**config.mk**
```make
export PLATFORM = sky130hd
export DESIGN_NAME = qar_i2c_seq_flat
export DESIGN_NICKNAME = d
export VERILOG_FILES = /design/src/rtl/qar_i2c_pkg.sv /design/src/rtl/qar_i2c_seq_if.sv /design/src/rtl/qar_i2c_seq_arb.sv /design/src/rtl/qar_i2c_seq.sv /design/src/flat_wrapper.sv
export SDC_FILE = /design/constraint.sdc
export NUM_CORES = 1
export LEC_CHECK = 0
export BUFFER_PORTS_ARGS = -buffer_cell sky130_fd_sc_hd__buf_2
export CORE_MARGIN = 10
export CORE_UTILIZATION = 39
export CTS_BUF_LIST = sky130_fd_sc_hd__clkbuf_4 sky130_fd_sc_hd__clkbuf_8
export CTS_CLUSTER_SIZE = 28
export DETAILED_ROUTE_END_ITERATION = 8
export PLACE_DENSITY = 0.67
export SKIP_LAST_GASP = 1
export SLEW_MARGIN = 20
export SYNTH_ARGS = -nofsm -noshare
export SYNTH_HDL_FRONTEND = slang
export SYNTH_SLANG_ARGS = --single-unit
```
**constraint.sdc**
```tcl
create_clock -name clk -period 2.6 [get_ports clk]
set_input_delay 0.52 -clock clk [delete_from_list [all_inputs] [get_ports clk]]
set_output_delay 0.52 -clock clk [all_outputs]
set_load 0.02 [all_outputs]
```
**src/rtl/qar_i2c_pkg.sv**
```systemverilog
// Shared constants for the qar_i2c transaction sequencer: register words,
// command/status bits, response codes, FSM encoding and step sequencing.
package qar_i2c_pkg;

  localparam int SEQ_NUM_REQ = 2;
  localparam int I2C_ADDR_W  = 6;
  localparam int I2C_DATA_W  = 32;

  localparam logic [I2C_ADDR_W-1:0] I2C_REG_STATUS = 6'd2;
  localparam logic [I2C_ADDR_W-1:0] I2C_REG_TXDATA = 6'd5;
  localparam logic [I2C_ADDR_W-1:0] I2C_REG_RXDATA = 6'd6;
  localparam logic [I2C_ADDR_W-1:0] I2C_REG_CMD    = 6'd7;

  localparam logic [I2C_DATA_W-1:0] CMD_START = 32'h1;
  localparam logic [I2C_DATA_W-1:0] CMD_STOP  = 32'h2;
  localparam logic [I2C_DATA_W-1:0] CMD_WRITE = 32'h4;
  localparam logic [I2C_DATA_W-1:0] CMD_READ  = 32'h8;

  localparam int STATUS_BUSY_BIT    = 0;
  localparam int STATUS_ACK_ERR_BIT = 3;
  localparam logic [I2C_DATA_W-1:0] STATUS_ACK_CLR = 32'h8;

  localparam logic [1:0] ERR_OK      = 2'd0;
  localparam logic [1:0] ERR_NACK    = 2'd1;
  localparam logic [1:0] ERR_TIMEOUT = 2'd2;

  typedef enum logic [3:0] {
    ST_IDLE, ST_TXPUSH, ST_CMD, ST_GUARD, ST_POLL,
    ST_CHECK, ST_CLRACK, ST_FETCH, ST_ABORT, ST_DONE
  } seq_state_e;

  // Step indices; a write runs 0-1-2-3-8, a read runs 0-1-2-4-5-6-7-8.
  localparam logic [3:0] STEP_START  = 4'd0;
  localparam logic [3:0] STEP_DEV_W  = 4'd1;
  localparam logic [3:0] STEP_REG    = 4'd2;
  localparam logic [3:0] STEP_WDATA  = 4'd3;
  localparam logic [3:0] STEP_RSTART = 4'd4;
  localparam logic [3:0] STEP_DEV_R  = 4'd5;
  localparam logic [3:0] STEP_READ   = 4'd6;
  localparam logic [3:0] STEP_FETCH  = 4'd7;
  localparam logic [3:0] STEP_STOP   = 4'd8;

  function automatic logic [3:0] step_after(input logic [3:0] step, input logic rnw);
    case (step)
      STEP_START:  return STEP_DEV_W;
      STEP_DEV_W:  return STEP_REG;
      STEP_REG:    return rnw ? STEP_RSTART : STEP_WDATA;
      STEP_RSTART: return STEP_DEV_R;
      STEP_DEV_R:  return STEP_READ;
      STEP_READ:   return STEP_FETCH;
      default:     return STEP_STOP;
    endcase
  endfunction

  function automatic logic is_tx_step(input logic [3:0] step);
    return (step == STEP_DEV_W) || (step == STEP_REG) ||
           (step == STEP_WDATA) || (step == STEP_DEV_R);
  endfunction

endpackage

```
**src/rtl/qar_i2c_seq_if.sv**
```systemverilog
// Word-addressed register port between the sequencer (master) and qar_i2c (slave).
interface qar_i2c_seq_if;
  import qar_i2c_pkg::*;

  logic                  m_write;
  logic                  m_read;
  logic [I2C_ADDR_W-1:0] m_addr;
  logic [I2C_DATA_W-1:0] m_wdata;
  logic [I2C_DATA_W-1:0] m_rdata;

  modport master (output m_write, m_read, m_addr, m_wdata, input m_rdata);
  modport slave  (input m_write, m_read, m_addr, m_wdata, output m_rdata);
endinterface

```
**src/rtl/qar_i2c_seq_arb.sv**
```systemverilog
// Two-way round-robin arbiter: picks rr_ptr when it is requesting, else the other;
// accept is a same-cycle strobe so the caller captures fields on that edge.
module qar_i2c_seq_arb
  import qar_i2c_pkg::*;
(
  input  logic [SEQ_NUM_REQ-1:0] req_valid,
  input  logic                   rr_ptr,
  input  logic                   idle,
  output logic                   grant,
  output logic [SEQ_NUM_REQ-1:0] accept
);

  assign grant = req_valid[rr_ptr] ? rr_ptr : ~rr_ptr;

  for (genvar gi = 0; gi < SEQ_NUM_REQ; gi++) begin : g_accept
    assign accept[gi] = idle && req_valid[gi] && (grant == 1'(gi));
  end

endmodule

```
**src/rtl/qar_i2c_seq.sv**
```systemverilog
// Transaction sequencer: turns byte-register read/write requests from two
// requesters into full START/addr/reg/data/STOP sequences on qar_i2c's register port.
module qar_i2c_seq
  import qar_i2c_pkg::*;
#(
  parameter int NUM_REQ        = 2,
  parameter int GUARD_CYCLES   = 2,
  parameter int TIMEOUT_CYCLES = 65535
) (
  input  logic                 clk,
  input  logic                 rst,
  input  logic [NUM_REQ-1:0]   req_valid,
  input  logic [NUM_REQ-1:0]   req_rnw,
  input  logic [7*NUM_REQ-1:0] req_dev,
  input  logic [8*NUM_REQ-1:0] req_reg,
  input  logic [8*NUM_REQ-1:0] req_wdata,
  output logic [NUM_REQ-1:0]   req_accept,
  output logic [NUM_REQ-1:0]   rsp_done,
  output logic [1:0]           rsp_err,
  output logic [7:0]           rsp_rdata,
  qar_i2c_seq_if.master        m,
  output logic                 busy
);

  localparam int GW   = $clog2(GUARD_CYCLES + 1);
  localparam int TO_W = $clog2(TIMEOUT_CYCLES + 1);
  localparam logic [GW-1:0] GUARD_LAST = GW'(GUARD_CYCLES - 1);
  localparam logic [TO_W:0] TO_LIMIT   = (TO_W + 1)'(TIMEOUT_CYCLES);

  seq_state_e            state_reg;
  logic [3:0]            step_reg;
  logic                  gnt_reg;
  logic                  rr_ptr_reg;
  logic                  rnw_reg;
  logic [6:0]            dev_reg;
  logic [7:0]            reg_addr_reg;
  logic [7:0]            wdata_reg;
  logic [7:0]            rdata_reg;
  logic [1:0]            err_reg;
  logic                  nack_reg;
  logic                  abort_reg;
  logic                  ack_seen_reg;
  logic [GW-1:0]         guard_cnt_reg;
  logic [TO_W-1:0]       to_cnt_reg;
  logic [TO_W:0]         to_inc;

  logic                  m_write_reg;
  logic                  m_read_reg;
  logic [I2C_ADDR_W-1:0] m_addr_reg;
  logic [I2C_DATA_W-1:0] m_wdata_reg;
  logic [NUM_REQ-1:0]    rsp_done_reg;
  logic [1:0]            rsp_err_reg;
  logic [7:0]            rsp_rdata_reg;

  logic [6:0] dev_arr   [NUM_REQ];
  logic [7:0] reg_arr   [NUM_REQ];
  logic [7:0] wdata_arr [NUM_REQ];

  for (genvar gi = 0; gi < NUM_REQ; gi++) begin : g_unpack
    assign dev_arr[gi]   = req_dev[7*gi +: 7];
    assign reg_arr[gi]   = req_reg[8*gi +: 8];
    assign wdata_arr[gi] = req_wdata[8*gi +: 8];
  end

  logic                   arb_idle;
  logic                   arb_grant;
  logic [SEQ_NUM_REQ-1:0] arb_accept;

  assign arb_idle = (state_reg == ST_IDLE) && !rst;

  qar_i2c_seq_arb u_arb (
    .req_valid (req_valid),
    .rr_ptr    (rr_ptr_reg),
    .idle      (arb_idle),
    .grant     (arb_grant),
    .accept    (arb_accept)
  );

  // Upper read-data bits carry nothing this block needs.
  logic unused_rdata_hi;
  assign unused_rdata_hi = ^m.m_rdata[I2C_DATA_W-1:8];

  assign to_inc = {1'b0, to_cnt_reg} + (TO_W + 1)'(1);

  // Bus operation that opens the next step (first step when leaving IDLE).
  logic [3:0]            nxt_step;
  seq_state_e            launch_state;
  logic                  launch_wr;
  logic                  launch_rd;
  logic [I2C_ADDR_W-1:0] launch_addr;
  logic [I2C_DATA_W-1:0] launch_wdata;

  always_comb begin
    nxt_step     = (state_reg == ST_IDLE) ? STEP_START : step_after(step_reg, rnw_reg);
    launch_state = ST_CMD;
    launch_wr    = 1'b1;
    launch_rd    = 1'b0;
    launch_addr  = I2C_REG_CMD;
    launch_wdata = '0;
    case (nxt_step)
      STEP_START, STEP_RSTART: launch_wdata = CMD_START;
      STEP_READ:               launch_wdata = CMD_READ;
      STEP_STOP:               launch_wdata = CMD_STOP;
      STEP_FETCH: begin
        launch_state = ST_FETCH;
        launch_wr    = 1'b0;
        launch_rd    = 1'b1;
        launch_addr  = I2C_REG_RXDATA;
      end
      default: begin
        launch_state = ST_TXPUSH;
        launch_addr  = I2C_REG_TXDATA;
        case (nxt_step)
          STEP_DEV_W: launch_wdata = {24'h0, dev_reg, 1'b0};
          STEP_REG:   launch_wdata = {24'h0, reg_addr_reg};
          STEP_WDATA: launch_wdata = {24'h0, wdata_reg};
          default:    launch_wdata = {24'h0, dev_reg, 1'b1};
        endcase
      end
    endcase
  end

  logic [NUM_REQ-1:0] done_vec;
  logic [7:0]         done_rdata;

  always_comb begin
    done_vec          = '0;
    done_vec[gnt_reg] = 1'b1;
    done_rdata        = (rnw_reg && err_reg == ERR_OK) ? rdata_reg : 8'h00;
  end

  always_ff @(posedge clk) begin
    if (rst) begin
      state_reg     <= ST_IDLE;
      step_reg      <= '0;
      gnt_reg       <= 1'b0;
      rr_ptr_reg    <= 1'b0;
      rnw_reg       <= 1'b0;
      dev_reg       <= '0;
      reg_addr_reg  <= '0;
      wdata_reg     <= '0;
      rdata_reg     <= '0;
      err_reg       <= ERR_OK;
      nack_reg      <= 1'b0;
      abort_reg     <= 1'b0;
      ack_seen_reg  <= 1'b0;
      guard_cnt_reg <= '0;
      to_cnt_reg    <= '0;
      m_write_reg   <= 1'b0;
      m_read_reg    <= 1'b0;
      m_addr_reg    <= '0;
      m_wdata_reg   <= '0;
      rsp_done_reg  <= '0;
      rsp_err_reg   <= ERR_OK;
      rsp_rdata_reg <= '0;
    end else begin
      m_write_reg   <= 1'b0;
      m_read_reg    <= 1'b0;
      m_addr_reg    <= '0;
      m_wdata_reg   <= '0;
      rsp_done_reg  <= '0;
      rsp_err_reg   <= ERR_OK;
      rsp_rdata_reg <= '0;

      case (state_reg)
        ST_IDLE: begin
          if (|arb_accept) begin
            gnt_reg      <= arb_grant;
            rr_ptr_reg   <= ~arb_grant;
            rnw_reg      <= req_rnw[arb_grant];
            dev_reg      <= dev_arr[arb_grant];
            reg_addr_reg <= reg_arr[arb_grant];
            wdata_reg    <= wdata_arr[arb_grant];
            rdata_reg    <= '0;
            err_reg      <= ERR_OK;
            nack_reg     <= 1'b0;
            abort_reg    <= 1'b0;
            step_reg     <= nxt_step;
            state_reg    <= launch_state;
            m_write_reg  <= launch_wr;
            m_read_reg   <= launch_rd;
            m_addr_reg   <= launch_addr;
            m_wdata_reg  <= launch_wdata;
          end
        end

        ST_TXPUSH: begin
          state_reg   <= ST_CMD;
          m_write_reg <= 1'b1;
          m_addr_reg  <= I2C_REG_CMD;
          m_wdata_reg <= CMD_WRITE;
        end

        ST_CMD: begin
          state_reg     <= ST_GUARD;
          guard_cnt_reg <= '0;
          to_cnt_reg    <= '0;
        end

        ST_GUARD: begin
          if (guard_cnt_reg == GUARD_LAST) begin
            if (abort_reg) begin
              state_reg     <= ST_DONE;
              rsp_done_reg  <= done_vec;
              rsp_err_reg   <= err_reg;
              rsp_rdata_reg <= done_rdata;
            end else begin
              state_reg  <= ST_POLL;
              m_read_reg <= 1'b1;
              m_addr_reg <= I2C_REG_STATUS;
            end
          end else begin
            guard_cnt_reg <= guard_cnt_reg + GW'(1);
          end
        end

        ST_POLL: begin
          ack_seen_reg <= m.m_rdata[STATUS_ACK_ERR_BIT];
          if (!m.m_rdata[STATUS_BUSY_BIT]) begin
            if (is_tx_step(step_reg)) begin
              state_reg <= ST_CHECK;
            end else if (step_reg == STEP_STOP) begin
              state_reg     <= ST_DONE;
              rsp_done_reg  <= done_vec;
              rsp_err_reg   <= err_reg;
              rsp_rdata_reg <= done_rdata;
            end else begin
              step_reg    <= nxt_step;
              state_reg   <= launch_state;
              m_write_reg <= launch_wr;
              m_read_reg  <= launch_rd;
              m_addr_reg  <= launch_addr;
              m_wdata_reg <= launch_wdata;
            end
          end else if (to_inc == TO_LIMIT) begin
            // A stuck STOP after a NACK still reports the NACK, not a timeout.
            if (nack_reg) begin
              state_reg     <= ST_DONE;
              rsp_done_reg  <= done_vec;
              rsp_err_reg   <= err_reg;
              rsp_rdata_reg <= done_rdata;
            end else begin
              state_reg   <= ST_ABORT;
              err_reg     <= ERR_TIMEOUT;
              abort_reg   <= 1'b1;
              m_write_reg <= 1'b1;
              m_addr_reg  <= I2C_REG_CMD;
              m_wdata_reg <= CMD_STOP;
            end
          end else begin
            to_cnt_reg <= to_inc[TO_W-1:0];
            m_read_reg <= 1'b1;
            m_addr_reg <= I2C_REG_STATUS;
          end
        end

        ST_CHECK: begin
          if (ack_seen_reg) begin
            state_reg   <= ST_CLRACK;
            err_reg     <= ERR_NACK;
            nack_reg    <= 1'b1;
            m_write_reg <= 1'b1;
            m_addr_reg  <= I2C_REG_STATUS;
            m_wdata_reg <= STATUS_ACK_CLR;
          end else begin
            step_reg    <= nxt_step;
            state_reg   <= launch_state;
            m_write_reg <= launch_wr;
            m_read_reg  <= launch_rd;
            m_addr_reg  <= launch_addr;
            m_wdata_reg <= launch_wdata;
          end
        end

        ST_CLRACK: begin
          state_reg   <= ST_CMD;
          step_reg    <= STEP_STOP;
          m_write_reg <= 1'b1;
          m_addr_reg  <= I2C_REG_CMD;
          m_wdata_reg <= CMD_STOP;
        end

        ST_FETCH: begin
          rdata_reg   <= m.m_rdata[7:0];
          step_reg    <= nxt_step;
          state_reg   <= launch_state;
          m_write_reg <= launch_wr;
          m_read_reg  <= launch_rd;
          m_addr_reg  <= launch_addr;
          m_wdata_reg <= launch_wdata;
        end

        ST_ABORT: begin
          state_reg     <= ST_GUARD;
          guard_cnt_reg <= '0;
        end

        ST_DONE: state_reg <= ST_IDLE;

        default: state_reg <= ST_IDLE;
      endcase
    end
  end

  assign req_accept = arb_accept;
  assign rsp_done   = rsp_done_reg;
  assign rsp_err    = rsp_err_reg;
  assign rsp_rdata  = rsp_rdata_reg;
  assign busy       = (state_reg != ST_IDLE);
  assign m.m_write  = m_write_reg;
  assign m.m_read   = m_read_reg;
  assign m.m_addr   = m_addr_reg;
  assign m.m_wdata  = m_wdata_reg;

endmodule
```
**src/flat_wrapper.sv**
```systemverilog
// flat-port wrapper written by rule: the top's interface ports become plain ports
module qar_i2c_seq_flat import qar_i2c_pkg::*;
#(
  parameter int NUM_REQ        = 2,
  parameter int GUARD_CYCLES   = 2,
  parameter int TIMEOUT_CYCLES = 65535
)
  (clk, rst, req_valid, req_rnw, req_dev, req_reg, req_wdata, req_accept, rsp_done, rsp_err, rsp_rdata, busy, m_m_write, m_m_read, m_m_addr, m_m_wdata, m_m_rdata);
  qar_i2c_seq_if m_i ();
  input  logic clk;
  input  logic rst;
  input  logic [NUM_REQ-1:0] req_valid;
  input  logic [NUM_REQ-1:0] req_rnw;
  input  logic [7*NUM_REQ-1:0] req_dev;
  input  logic [8*NUM_REQ-1:0] req_reg;
  input  logic [8*NUM_REQ-1:0] req_wdata;
  output logic [NUM_REQ-1:0] req_accept;
  output logic [NUM_REQ-1:0] rsp_done;
  output logic [1:0] rsp_err;
  output logic [7:0] rsp_rdata;
  output logic busy;
  output wire logic [$bits(m_i.m_write)-1:0] m_m_write;
  output wire logic [$bits(m_i.m_read)-1:0] m_m_read;
  output wire logic [$bits(m_i.m_addr)-1:0] m_m_addr;
  output wire logic [$bits(m_i.m_wdata)-1:0] m_m_wdata;
  input wire logic [$bits(m_i.m_rdata)-1:0] m_m_rdata;
  assign m_m_write = m_i.m_write;
  assign m_m_read = m_i.m_read;
  assign m_m_addr = m_i.m_addr;
  assign m_m_wdata = m_i.m_wdata;
  assign m_i.m_rdata = m_m_rdata;
  qar_i2c_seq #(.NUM_REQ(NUM_REQ), .GUARD_CYCLES(GUARD_CYCLES), .TIMEOUT_CYCLES(TIMEOUT_CYCLES)) u_core (.clk(clk), .rst(rst), .req_valid(req_valid), .req_rnw(req_rnw), .req_dev(req_dev), .req_reg(req_reg), .req_wdata(req_wdata), .req_accept(req_accept), .rsp_done(rsp_done), .rsp_err(rsp_err), .rsp_rdata(rsp_rdata), .m(m_i), .busy(busy));
endmodule
```
**Word level (Yosys, flattened, before mapping)**

Cells that the tools add are included.

- $add $sub $neg: 2
- $mul: 0
- Div/mod/pow operators: 0
- Order comparisons: 5
- Equality and inequality tests: 37
- Shifts and indexed selects: 0
- Multiplexer cells: 121
- Bitwise gates (word level): 3
- Reduce and logical (&&, ||, !) cells: 37

Operators with widths:

| operator | number |
|---|---|
| 2-to-1 mux 32 bit | 6 |
| case mux 32 bit (6 select lines) | 1 |
| case mux 32 bit (4 select lines) | 1 |
| 2-to-1 mux 8 bit | 15 |
| 2-to-1 mux 4 bit | 13 |
| 2-to-1 mux 2 bit | 22 |
| == test 4 x 3 -> 1 bit, second input constant | 10 |
| case mux 6 bit (6 select lines) | 1 |
| 2-to-1 mux 16 bit | 2 |
| case mux 16 bit (2 select lines) | 1 |
| case mux 8 bit (2 select lines) | 2 |
| 2-to-1 mux 1 bit | 29 |
| case mux 4 bit (7 select lines) | 1 |
| == test 4 x 2 -> 1 bit, second input constant | 6 |
| case mux 4 bit (6 select lines) | 1 |
| case mux 8 bit (3 select lines) | 1 |
| 2-to-1 mux 3 bit | 7 |
| 2-to-1 mux 7 bit | 3 |
| case mux 4 bit (5 select lines) | 1 |
| 2-to-1 mux 6 bit | 3 |
| != test 2 bit, second input constant | 9 |
| adder 16 x 1 -> 17 bit, second input constant | 1 |
| == test 17 x 16 -> 1 bit, second input constant | 1 |
| case mux 2 bit (2 select lines) | 4 |
| 31 further kinds | 64 |

- Register bits after elaboration: 117
- Bits in latches: 0
- Memory bits (writable): 0
- Memory bits (read-only): 0
- Input port bits: 84
- Output and inout port bits: 55
- Word-level logic and storage cells: 227
- Memories: 0

**Depth between registers and ports, before layout**

- Word-level depth: 10
- Gate-level depth with buffers: 11
- Depth with buffers taken out: 8

**By module**

From an unflattened synthesis, not the netlist that was laid out.

- Cell total of the unflattened synthesis: 594
- Area, all modules: 4843.4 um2

Modules (own cells, without submodules):

| module | times used | cells an instance | area each (um2) | seq. area each (um2) |
|---|---|---|---|---|
| qar_i2c_seq | 1 | 588 | 4815.9 | 1801.7 |
| qar_i2c_seq_arb | 1 | 6 | 27.5 | 0.0 |

**Worst setup path before layout**

No wires, ideal clock.

- Kind: reg-to-output
- From: register u_core.state_reg[0]
- To: output port req_accept[0]
- Data arrival time: 2.000 ns
- Required time: 2.080 ns
- Setup slack: 0.080 ns
- Stages on the path, launching flop included: 5
- Buffers on the path: 1
- Cells stage by stage: dfxtp_1 > nor4_4 > inv_2 > a2111oi_2 > clkbuf_1

- Cells in the longest elaborated chain, start to end: 4

Ends and longest elaborated chain:

| what | RTL line | RTL |
|---|---|---|
| start, declared | qar_i2c_seq.sv:30 | `seq_state_e state_reg;` |
| start signal, assigned | qar_i2c_seq.sv:179 | `state_reg <= launch_state;` |
| start signal, assigned | qar_i2c_seq.sv:229 | `state_reg <= launch_state;` |
| start signal, assigned | qar_i2c_seq.sv:267 | `state_reg <= launch_state;` |
| logical NOT 4 bit | qar_i2c_seq.sv:69 | `assign arb_idle = (state_reg == ST_IDLE) && !rst;` |
| logical AND 1 bit | qar_i2c_seq.sv:69 |  |
| logical AND 1 bit (2 in series) | qar_i2c_seq_arb.sv:16 | `assign accept[gi] = idle && req_valid[gi] && (grant == 1'(gi));` |
| end, declared | flat_wrapper.sv:17 | `output logic [NUM_REQ-1:0] req_accept;` |

Every way passes these cells.

**Final worst setup path**

- From: register u_core.state_reg[3]
- To: output port req_accept[0]

Same word-level chain as after synthesis.

==> impl_metrics.csv <==
group,metric,value,unit
status,status,"finished, final reports clean",
synth,synth_area,4616,um^2
route,drt-initial-drc-count,551,
critical_path,path_cells,"nor4_4, inv_2, buf_4, a2111oi_4, buf_2",
timing,rsz0062_at_grt,"no",
critical_path,cpMaxStageDelayCell,"dfxtp_1",
synth,ys_types,60,
synth,async_flop_share,0,%
placement,pre_cts_slack,-0.02806,ns
final_layout,largest_reg_flops,16,
timing,hold_viol_final,0,
synth,yosysSeqAreaShare,39.03,%
placement,place_congestion,0.9407,
power,power_density,664.8,nW/um^2
critical_path,max_stage_delay,0.40,ns
power,fin_total_pwr,3.616,mW
critical_path,worst_ep_arrival_time,1.99,ns
final_layout,most-common-layout-cells,"87 x buf_2, 87 x dfxtp_1, 63 x nor2_1",
final_layout,drive_above_1_share,23.55,%
clocking,root_buffer,"clkbuf_8",
critical_path,worst_path_dominant_cell_family,"buffers and inverters",
final_layout,layout.nets,736,
timing,skew,0.01569,ns
critical_path,cp-startpoint,"u_core.state_reg[3]",
clocking,cts_tree,"built",
synth,synth-edff-count,0,
final_layout,diodes,0,
clocking,ctsHoldBuffers,0,
placement,dp_hpwl,10240,um
global_route,antenna_found_initial,0,
clocking,cts_buffer_depth,2,
floorplanning,start_util,40.08,%
critical_path,worstReg2RegStart,"u_core.to_cnt_reg[1]",
route,route.detailed.drc,0,
floorplanning,die_x,128.8,um
synth,yosys_register_bits,90,
floorplanning,die_h,128.8,um
synth,syn_inst,560,
power,p_leak,2.118,nW
global_route,grt_max_degree,32,
synth,synth.yosys.warnings,0,
timing,min_period,2.508,ns
route,vias,4513,
clocking,cts_num_sinks,90,
timing,tightest_slew,0.8998,ns
final_layout,design_area,5439,um^2
timing,max_freq,0.3988,GHz
clocking,insertion_delay,0.38,ns
floorplanning,num_rows,39,
power,peakVddDrop,350.9,uV
timing,setup_viol,0,
clocking,clk_pin_slew,0.09,ns
worst_hold_path,hp-start,"m_m_rdata[2]",
timing,drv_slew,0,
critical_path,crit_required,2.08,ns
route,drt-total-wl,13860,um
route,wire_per_inst,17.38,um
final_layout,area.growth.synth_to_final,17.84,%
global_route,grt_pass1_wl,21230,um
floorplanning,ios,139,
synth,ys.flop_type,"dfxtp_1",
run,max-cap-violations,0,
clocking,htree_levels,3,
global_route,grt_overflow,0,
route,antenna_left,0,
route,first_pass_iters,6,
floorplanning,dieArea,16590,um^2
floorplanning,coreArea,11520,um^2
clocking,cts_made_buffers,9,
critical_path,endpoint_kind,"output pin",
global_route,grt_use_total,15.67,%
critical_path,path_class,"reg -> out",
critical_path,worstPathMaxFanout,8,
placement,postPlaceCellArea,5219,um^2
critical_path,cp.buffers_inverters,3,
timing,fin_ws,0.09247,ns
synth,avgSynthCellArea,8.242,um^2
global_route,grt_pass1_vias,4197,
worst_hold_path,worstHoldPathType,"in -> reg",
critical_path,critPathLaunchType,"flip-flop",
timing,min_period_over_period,96.44,%
route,vias_per_cell,5.662,
final_layout,final_util,47.23,%
placement,io_buffers,87,
timing,slew_headroom,39.55,%
[synth_stat cells, types with 15 or more instances]
| cell | count | area share, % |
|---|---|---|
| and2_1 | 15 | 2.0 |
| a21oi_1 | 37 | 4.0 |
| dfxtp_1 | 90 | 39 |
| a31oi_1 | 17 | 2.3 |
| nand2_1 | 37 | 3.0 |
| nand3_1 | 42 | 4.6 |
| nor2_1 | 63 | 5.1 |
| a222oi_1 | 29 | 6.3 |
| buf_4 | 29 | 4.7 |
| clkbuf_1 | 29 | 2.4 |
[metrics by stage]
stage          hold slack (ns)  std cells  setup TNS [ns]
3_3_place_gp            0.3987        780               0
2_1_floorplan           0.3925        586               0
4_1_cts                 0.3675        796               0
5_1_grt                 0.3602        797               0
6_report                0.3735        797               0
3_5_place_dp            0.4006        780        -0.08907
[routing by layer]
metal / track usage [%] / share of wire (%)
met5: 0 / 0
met3: 3.532 / 6.1
met4: 4.749 / 1.3
met2: 25.70 / 49
met1: 20.08 / 44
[worst min-delay path: cells and delay by family]
| kind | cells | cell delay (ns) |
|---|---|---|
| and+or+nand+nor | 1 | 0.05 |
| buffers and inverters | 1 | 0.10 |
| AOI/OAI and AO/OA | 1 | 0.05 |
[cell families (layout without fill, tap and decap cells)]
group	Yosys count	after routing	synth area share, %
other cells	1	27	0.08124
xor+xnor	5	5	0.9489
buf+inv	80	148	8.945
simple gates	241	241	28.08
flops	90	90	39.04
compound gates	140	140	22.09
fa+ha+maj	3	3	0.8133
[area by class of cell]
type                    instances  area, um^2
multi-input cells             416        2541
flip-flops and latches         90        1805
fillers                      1117        6077
inverters                      15       56.30
well taps                     143       178.9
clock buffers                   9       123.9
clock inverters                 7       60.06
repair buffers                117       673.1
[repair_timing]
item	CTS	global route
gates resized for setup	0	8
endpoints found under the setup margin	8	26
setup buffers	0	1
pin swaps	1	2
[worst paths after layout]
path / to / slack [ns] / cells after the start
setup / recovery: req_accept[0] / 0.09 / 5
hold / removal: u_core.rdata_reg[2] / 0.37 / 3
setup reg to reg: u_core.to_cnt_reg[8] / 0.19 / 10
hold reg to reg: u_core.rsp_done[0] / 0.42 / 1
[power by group]
group / switching (mW) / internal [mW]
Clock: 0.553 / 0.365
Sequential: 0.0809 / 1.48
Combinational: 0.708 / 0.426
Total: 1.34 / 2.27
(Power assumes the default switching activity.)
